`config.mk`:
```
export PLATFORM = sky130hd
export DESIGN_NAME = pc_stack
export DESIGN_NICKNAME = d
export VERILOG_FILES = /design/src/rtl/pc_stack.sv
export SDC_FILE = /design/constraint.sdc
export NUM_CORES = 1
export LEC_CHECK = 0
export ABC_CLOCK_PERIOD_IN_PS = 3740
export CAP_MARGIN = 20
export CORE_MARGIN = 3
export CORE_UTILIZATION = 59
export CTS_BUF_LIST = sky130_fd_sc_hd__clkbuf_8 sky130_fd_sc_hd__clkbuf_16
export DETAILED_ROUTE_END_ITERATION = 10
export PLACE_DENSITY = 0.87
export SYNTH_ARGS = -nofsm -noshare
export SYNTH_HDL_FRONTEND = slang
export SYNTH_SLANG_ARGS = --single-unit
```
`constraint.sdc`:
```
create_clock -name clk -period 3.74 [get_ports clk]
set_input_delay 0.374 -clock clk [delete_from_list [all_inputs] [get_ports clk]]
set_output_delay 0.374 -clock clk [all_outputs]
set_load 0.05 [all_outputs]
```
`src/rtl/pc_stack.sv`:
```
// Program counter with load/increment plus call/return through a LIFO return-address stack.
// addr and all status are registered (one-cycle latency); no handshake, every command acts in its cycle.
module pc_stack #(
  parameter int ADDR_W     = 12,
  parameter int DEPTH      = 4,
  parameter int RESET_ADDR = 0,
  parameter int INC_STEP   = 1
) (
  input  logic                         clk,
  input  logic                         Rst,
  input  logic [ADDR_W-1:0]            newaddr,
  input  logic                         loadPC,
  input  logic                         incPC,
  input  logic                         call,
  input  logic                         ret,
  output logic [ADDR_W-1:0]            addr,
  output logic [$clog2(DEPTH+1)-1:0]   sp,
  output logic                         stack_full,
  output logic                         stack_empty,
  output logic                         overflow,
  output logic                         underflow
);

  localparam int SP_W  = $clog2(DEPTH + 1);
  localparam int IDX_W = (DEPTH > 1) ? $clog2(DEPTH) : 1;

  logic [ADDR_W-1:0] addr_q, addr_d;
  logic [SP_W-1:0]   sp_q, sp_d;
  logic              overflow_q, overflow_d;
  logic              underflow_q, underflow_d;

  logic [ADDR_W-1:0] stack_q [DEPTH];

  logic              push_en;
  logic [IDX_W-1:0]  push_idx;
  logic [IDX_W-1:0]  pop_idx;
  logic [ADDR_W-1:0] addr_inc;
  logic              full;
  logic              empty;

  assign addr_inc = addr_q + ADDR_W'(INC_STEP);
  assign full     = (sp_q == SP_W'(DEPTH));
  assign empty    = (sp_q == '0);
  // Truncation is safe: sp is only used as an index when it is in range.
  assign push_idx = IDX_W'(sp_q);
  assign pop_idx  = IDX_W'(sp_q - SP_W'(1));

  always_comb begin
    addr_d      = addr_q;
    sp_d        = sp_q;
    overflow_d  = overflow_q;
    underflow_d = underflow_q;
    push_en     = 1'b0;

    if (ret) begin
      if (!empty) begin
        addr_d = stack_q[pop_idx];
        sp_d   = sp_q - SP_W'(1);
      end else begin
        underflow_d = 1'b1;
      end
    end else if (call) begin
      // A call on a full stack is dropped entirely, including the jump.
      if (!full) begin
        push_en = 1'b1;
        sp_d    = sp_q + SP_W'(1);
        addr_d  = newaddr;
      end else begin
        overflow_d = 1'b1;
      end
    end else if (loadPC) begin
      addr_d = newaddr;
    end else if (incPC) begin
      addr_d = addr_inc;
    end
  end

  always_ff @(posedge clk) begin
    if (Rst) begin
      addr_q      <= ADDR_W'(RESET_ADDR);
      sp_q        <= '0;
      overflow_q  <= 1'b0;
      underflow_q <= 1'b0;
    end else begin
      addr_q      <= addr_d;
      sp_q        <= sp_d;
      overflow_q  <= overflow_d;
      underflow_q <= underflow_d;
    end
  end

  // Return-address storage is never cleared; entries above sp are don't-care.
  always_ff @(posedge clk) begin
    if (push_en && !Rst) begin
      stack_q[push_idx] <= addr_inc;
    end
  end

  assign addr        = addr_q;
  assign sp          = sp_q;
  assign stack_full  = full;
  assign stack_empty = empty;
  assign overflow    = overflow_q;
  assign underflow   = underflow_q;

endmodule

```
=== After elaboration in Yosys (flattened, before gate mapping) ===
Memories as Yosys holds them, arrays and structs flattened.
Cells that the tools add are included.

* Word-level logic and storage cells: 37
* Memory bits (writable): 48
* Register bits: 17
* Memories kept: 1
* Output and inout port bits: 19

* Bitwise logic cells: 1
* Reductions and logical operators: 9
* Eq/ne operators: 4
* Muxes and demuxes: 15
* $add $sub $neg: 3

{| class="wikitable"
|+ Memories
! name !! depth !! width !! rd ports !! clocked after memory_dff !! wr ports !! line !! RTL
|-
| stack_q || 4 || 12 || 1 || 0 || 1 || 32 || <nowiki>logic [ADDR_W-1:0] stack_q [DEPTH];</nowiki>
|}

{| class="wikitable"
|+ Operators by type and width
! operator !! number
|-
| $mux W12 || 6
|-
| $add A12 B1 Y12 const B || 1
|-
| $mux W3 || 4
|-
| $reduce_and A3 Y1 || 3
|-
| $mux W1 || 5
|-
| $ne A2 B2 Y1 const B || 2
|-
| $reduce_bool A4 Y1 || 1
|-
| $add A3 B1 Y3 const B || 1
|-
| $eq A3 B3 Y1 const B || 1
|-
| $logic_not A3 Y1 || 1
|-
| $ne A3 B3 Y1 const B || 1
|-
| $sub A3 B1 Y3 const B || 1
|-
| $reduce_and A2 Y1 || 1
|-
| $reduce_bool A2 Y1 || 1
|-
| $logic_and A1 B1 Y1 || 1
|-
| $logic_not A1 Y1 || 1
|-
| $not A1 Y1 || 1
|}

=== Longest topological paths before layout ===
Gate-level depths: netlist of run 1.

* Depth after elaboration: 7
* Depth in mapped cells: 8
* Gate-level depth less buffers: 6

=== Least setup slack after synthesis of run 1 ===
OpenSTA, ideal clock, no wires.

* Kind: flip-flop to flip-flop
* Start: register sp_q[0] (netlist: sp[0])
* End: memory stack_q[0][0] (enable)
* Cell stages (with the launch flop): 7
* Data required time: 3.385 ns
* Arrival time: 2.732 ns
* Clock period less this slack: 3.087 ns
* Path slack: 0.653 ns
* Cells stage by stage: dfxtp_1 -> buf_2 -> inv_1 -> ha_1 -> and2_1 -> nor4b_1 -> and2_1

* Word-level cells in the longest chain between the ends: 7

{| class="wikitable"
|+ RTL lines
! item !! line !! RTL
|-
| start, declared || 28 || <nowiki>logic [SP_W-1:0] sp_q, sp_d;</nowiki>
|-
| start signal, assigned || 86 || <nowiki>sp_q <= sp_d;</nowiki>
|-
| $eq A3 B3 Y1 || 42 || <nowiki>assign full = (sp_q == SP_W'(DEPTH));</nowiki>
|-
| via stack_full || 18 || <nowiki>output logic stack_full,</nowiki>
|-
| $mux W1 || 64 || <nowiki>if (!full) begin</nowiki>
|-
| $mux W1 || 62 || <nowiki>end else if (call) begin</nowiki>
|-
| $mux W1 || 55 || <nowiki>if (ret) begin</nowiki>
|-
| $logic_and A1 B1 Y1 || 94 || <nowiki>if (push_en && !Rst) begin</nowiki>
|-
| $mux W1 || 94 ||
|-
| $mux W1 (not written as such) || 95 || <nowiki>stack_q[push_idx] <= addr_inc;</nowiki>
|-
| end, declared || 32 ||
|}

The timed path passes the listed nets, and every way through them passes these cells.

=== Final worst setup path of run 1 ===
* Start: register sp_q[0] (netlist: sp[0])
* End: memory stack_q[0][11] (enable)

* Word-level cells in the longest chain between the ends: 7

{| class="wikitable"
|+ RTL lines
! item !! line
|-
| $eq A3 B3 Y1 || 42
|-
| $mux W1 || 64
|-
| $mux W1 || 62
|-
| $mux W1 || 55
|-
| $logic_and A1 B1 Y1 || 94
|-
| $mux W1 || 94
|-
| $mux W1 (not written as such) || 95
|}

Several ways; a longest one is shown, not always the timed one.

==> flow_metrics.tcl, run 1 <==
set metrics [dict create \
    dpl_worst_slack_ps 924.7 \
    grt_pass1_vias 1940 \
    vias_per_cell 6.109 \
    leakage_nw 1.210 \
    cp_common_cell "and2_1" \
    drc_errors 0 \
    setup_viol 0 \
    synth-seq-cells 65 \
    synthAdderAreaFrac_pct 2.494 \
    timing.fmax_mhz 363.5 \
    h-tree-depth 3 \
    clockBufferDepth 2 \
    crit_type "flip-flop to flip-flop" \
    avgSynthCellArea_sq_um 13.09 \
    synth_ff_type "edfxtp_1" \
    finClkSkew_ps 10.73 \
    die_w_um 77.43 \
    clkSlewWorstSetupHoldPaths_ps 70 \
    async_reset_ff_share_pct 0 \
    vdd_ir_drop_max_v 0.0004596 \
    ctsResizeCount 0 \
    period_needed_ps 2751 \
    finish.utilization_pct 74.83 \
    grt_usage_pct 23.78 \
    drv_cap 0 \
    grt_antenna_before_repair 0 \
    postCtsSetupBuffers 0 \
    core_region_area_sq_um 4817 \
    wl_per_cell_um 19.49 \
    ioPinCount 37 \
    p_total_mw 2.822 \
    period_share_pct 73.55 \
    fin_area_sq_um 3605 \
    max_stage_delay_ps 580 \
    synth-edff-count 48 \
    worst_slack_ps 989.3 \
    gr-total-overflow 0 \
    cp-start-kind "flip-flop" \
    end_kind "flip-flop" \
    yosysSeqAreaShare_pct 59.19 \
    tightest_slew_ps 1018 \
    min_path_type "flip-flop to flip-flop" \
    cts_hold_buf 0 \
    root_buffer "clkbuf_8" \
    synth_compound_area_share_pct 11.97 \
    dr_total_vias 2071 \
    finalHoldViolations 0 \
    dpl.cell_count 323 \
    gp_congestion 0.8708 \
    synth_cell_types 47 \
    critPathMaxFanout 16 \
    cts_buffers 9 \
    syn_area_sq_um 3010 \
    row_count 25 \
    synthMuxAreaShare_pct 10.06 \
    setup-tns-final_ps 0 \
    worst_ep_arrival_time_ps 2710 \
    required_ps 3700 \
    yosysWarnings 0 \
    timing.hold.ws_ps 452.0 \
    io_buffers 36 \
    cts.sinks 65 \
    place_area_sq_um 3413 \
    synth_top_family_by_area "compound AO/OA/AOI/OAI gates" \
    initialDrtViolationCount 284 \
    synth_simple_gate_area_share_pct 10.81 \
    maxSlewHeadroom_pct 31.91 \
    rsz0062_at_grt "false" \
    status "finished clean" \
    synthCells 230 \
    area_growth_pct 19.74 \
    grt_max_degree 25 \
    drive_gt1_share_pct 13.60 \
    final_nets 291 \
    final_max_slew_viol_count 0 \
    synthXorXnorAreaFrac_pct 2.618 \
    first_pass_iters 5 \
    power_density_nw_per_um2 782.9 \
    insertion_delay_ps 330 \
    drtAntennaViolNets 0 \
    dp_hpwl_um 4736 \
    insertedDiodeCount 0 \
    start_util_pct 62.49 \
    crit_chain "buf_4 -> inv_1 -> ha_1 -> and2_1 -> nor4b_1 -> and2_1" \
    syn_nets 254 \
    grt_pass1_wl_um 10580 \
    fp.dieH_um 77.43 \
    drt-total-wl_um 6608 \
    dieArea_sq_um 5995 \
    cts_tree "done" \
    crit_slowest_cell "and2_1" \
    fin_cells 339 \
]
==> power by group <==
group / switching [mW] / total, mW / internal [mW]
Combinational: 0.736 / 1.19 / 0.458
Sequential: 0.133 / 1.08 / 0.943
Clock: 0.258 / 0.553 / 0.294
Total: 1.13 / 2.82 / 1.70
==> area by class of cell <==
type	count	area [sq um]
multi-input cells	145	1142
inverters	8	30.03
flip-flops and latches	65	1782
clock inverters	5	28.78
clock buffers	11	162.7
repair buffers	38	375.4
fillers	320	1212
well taps	67	83.83
==> sequential cells by signal (all words and copies together) (netlist names) <==
name	cells
sp	3
overflow	1
stack_q	48
addr	12
underflow	1
==> routing by layer <==
metal	up-vias	wire [um]	global-route usage, %	share of wire, %
li1	962	-	-	-
met1	992	2971	35.04	45
met2	104	2943	33.33	45
met3	13	619	6.497	9.4
met4	0	73	10.14	1.1
met5	-	0	0	0
==> synth_stat cells, types with 2 or more instances <==
| cell | count | area [sq um] |
|---|---|---|
| a211oi_1 | 2 | 15.01 |
| a21oi_1 | 4 | 20.02 |
| a311o_1 | 3 | 30.03 |
| a31o_2 | 3 | 26.28 |
| a31oi_1 | 7 | 43.79 |
| and2_1 | 5 | 31.28 |
| buf_2 | 3 | 15.01 |
| clkbuf_1 | 7 | 26.28 |
| dfxtp_1 | 17 | 340.3 |
| edfxtp_1 | 48 | 1441 |
| ha_1 | 6 | 75.07 |
| inv_1 | 8 | 30.03 |
| mux2_2 | 2 | 22.52 |
| mux4_2 | 12 | 270.3 |
| nand2_1 | 18 | 67.56 |
| nand2b_1 | 3 | 18.77 |
| nand3_1 | 6 | 30.03 |
| nor2_1 | 11 | 41.29 |
| nor3_1 | 4 | 20.02 |
| o211ai_1 | 3 | 22.52 |
| o21a_1 | 3 | 22.52 |
| o21ai_0 | 20 | 100.1 |
| o311a_1 | 2 | 20.02 |
| or3_1 | 3 | 18.77 |
| xnor2_1 | 4 | 35.03 |
| xor2_1 | 5 | 43.79 |
==> worst max-delay path, delay by kind of cell, from the launching register on <==
kind                       cells  cell delay [ps]
and+or+nand+nor                3             1330
buffers and inverters          2              420
DFF                            1              320
adders and majority gates      1              300
==> logic make-up (layout without fill, tap and decap cells) <==
group                      after synthesis  in the layout
DFF                                     65             65
AOI/OAI and AO/OA                       54             54
xor gates and xnor gates                 9              9
muxes                                   15             15
and+or+nand+nor                         61             61
buffers and inverters                   20             62
adders and majority gates                6              6
==> cell usage in the layout (no fill, tap or decap), types with 7 or more instances in the layout <==
master	n
edfxtp_1	48
nor2_1	11
dfxtp_1	17
a31oi_1	7
inv_1	9
clkdlybuf4s50_1	36
nand2_1	18
o21ai_0	20
clkbuf_8	10
mux4_2	12
==> path summary, 6_finish.rpt <==
check	from	end	slack (ps)	cells past startpoint
max	sp[0]$_SDFFE_PP0P_	stack_q[0][11]$_DFFE_PP_	990	6
min	underflow$_SDFFE_PP0N_	underflow$_SDFFE_PP0N_	450	2
max reg2reg	sp[0]$_SDFFE_PP0P_	stack_q[0][11]$_DFFE_PP_	990	6
min reg2reg	underflow$_SDFFE_PP0N_	underflow$_SDFFE_PP0N_	450	2
(Power assumes the default switching activity.)
==> run 2: changes to the inputs <==
Settings changed: ABC_CLOCK_PERIOD_IN_PS 3740 to 2800, CORE_UTILIZATION 59 to 55, PLACE_DENSITY 0.87 to 0.82.
Clock period 3.74 ns to 2.8 ns, I/O delays scaled along.
==> flow_metrics.tcl, run 2 (same netlist as run 1, synthesis figures left out) <==
set metrics [dict create \
    status "finished clean" \
    power_frac_comb_pct 41.6 \
    row_count 26 \
    clkPwrFrac_pct 20.2 \
    worst_ep_arrival_time_ps 2020 \
    final_common_cell "edfxtp_1" \
    intPower_mw 2.295 \
    crit_type "flip-flop to primary output" \
    cts.sinks 65 \
    ctsResizeCount 0 \
    vdd_ir_drop_max_v 0.0006920 \
    dieArea_sq_um 6397 \
    r2r_slack_ps 500 \
    place_area_sq_um 3446 \
    area_growth_pct 20.74 \
    switchingPower_mw 1.453 \
    cts_hold_buf 0 \
    critPathMaxFanout 6 \
    end_kind "primary output" \
    drc_errors 0 \
    cts_tree "done" \
    h-tree-depth 3 \
    clkSlewWorstSetupHoldPaths_ps 70 \
    p_sw_share_pct 38.78 \
    dr_total_vias 2071 \
    grt_antenna_before_repair 0 \
    finalHoldViolations 0 \
    finClkSkew_ps 12.86 \
    final_nets 294 \
    first_pass_iters 4 \
    max_flop_register "stack_q" \
    insertedDiodeCount 0 \
    largest_reg_flops 48 \
    gr-total-overflow 0 \
    insertion_delay_ps 340 \
    cts_buffers 9 \
    core_region_area_sq_um 5205 \
    root_buffer "clkbuf_8" \
    grt_max_degree 25 \
    period_share_pct 82.16 \
    gp_congestion 0.8548 \
    wl_per_cell_um 18.90 \
    min_path_type "flip-flop to flip-flop" \
    final_max_slew_viol_count 0 \
    ioPinCount 37 \
    initialDrtViolationCount 256 \
    dp_hpwl_um 4313 \
    tightest_slew_ps 718.6 \
    rsz0062_at_grt "false" \
    required_ps 2520 \
    leakage_nw 1.242 \
    postCtsSetupBuffers 0 \
    cp-start-kind "flip-flop" \
    grt_pass1_vias 2044 \
    fin_area_sq_um 3635 \
    setup_viol 0 \
    drtAntennaViolNets 0 \
    fp.dieH_um 79.98 \
    maxSlewHeadroom_pct 52.09 \
    clockBufferDepth 2 \
    layout_common_cells "edfxtp_1, clkdlybuf4s50_1, o21ai_0" \
    period_needed_ps 2300 \
    setup-tns-final_ps 0 \
    drv_cap 0 \
    vias_per_cell 6.003 \
    timing.fmax_mhz 434.7 \
    drive_gt1_share_pct 16.00 \
    grt_usage_pct 22.93 \
    start_util_pct 57.84 \
    die_w_um 79.98 \
    p_seq_share_pct 38.2 \
    io_buffers 36 \
    drt-total-wl_um 6521 \
    grt_pass1_wl_um 10680 \
    power_density_nw_per_um2 1031 \
]
## run 2: cell types whose count changed in the layout (fill, tap and decap cells not counted), sizes merged
cell / before / now
clkinv: 1 / 2
clkbuf: 11 / 10
bufinv: 0 / 1
inv: 10 / 11
buf: 2 / 5
clkinvlp: 2 / 0
## run 2: per-stage QoR
| step | power [mW] | util, % | hold slack (ps) | instances | setup slack, ps |
|---|---|---|---|---|---|
| floorplan | 2.545 | - | 474.1 | 230 | 93.19 |
| global placement | 2.987 | 66.20 | 445.3 | 329 | 500.2 |
| detailed placement | 3.004 | 66.20 | 445.6 | 329 | 444.6 |
| CTS | 3.760 | 69.83 | 454.8 | 345 | 436.5 |
| global route | 3.971 | 69.83 | 482.1 | 345 | 271.2 |
| finish | 3.748 | 69.83 | 455.1 | 345 | 499.5 |
## run 2: layout make-up
cell class                 instances  area (sq um)
tap                               70         87.58
clock inverter                     6         51.30
inverter                           8         30.03
sequential                        65          1783
multi-input combinational        145          1147
fill                             378          1570
timing repair buffer              41         397.9
clock buffer                      10         137.6
## run 2: path summary, 6_finish.rpt
path	from	to	cells past startpoint
worst max-delay path	sp[0]$_SDFFE_PP0P_	stack_full	4
worst min-delay path	overflow$_SDFFE_PP0P_	overflow$_SDFFE_PP0P_	2
worst min register to register	overflow$_SDFFE_PP0P_	overflow$_SDFFE_PP0P_	2
worst max register to register	sp[1]$_SDFFE_PP0P_	stack_q[2][10]$_DFFE_PP_	5
## run 2: worst max-delay path: stages (launching register included)
cell	delay [ps]
dfxtp_2	320
inv_1	130
ha_1	260
and2_1	170
clkdlybuf4s50_1	800
## run 2: layer usage
layer,vias up,global-route usage [%],routed length [um]
met5,-,0,0
met2,92,35.18,3193
met3,13,5.869,419
met1,1003,30.64,2783
met4,0,10.47,125
li1,963,-,-
## run 2: power groups by stage
| stage | Sequential [mW] | Clock [mW] | Combinational (mW) |
|---|---|---|---|
| finish | 1.43 | 0.759 | 1.56 |
| global route | 1.46 | 0.817 | 1.70 |
| CTS | 1.43 | 0.766 | 1.57 |
| detailed placement | 1.44 | 0 | 1.56 |
| global placement | 1.45 | 0 | 1.54 |
| floorplan | 1.73 | 0 | 0.811 |
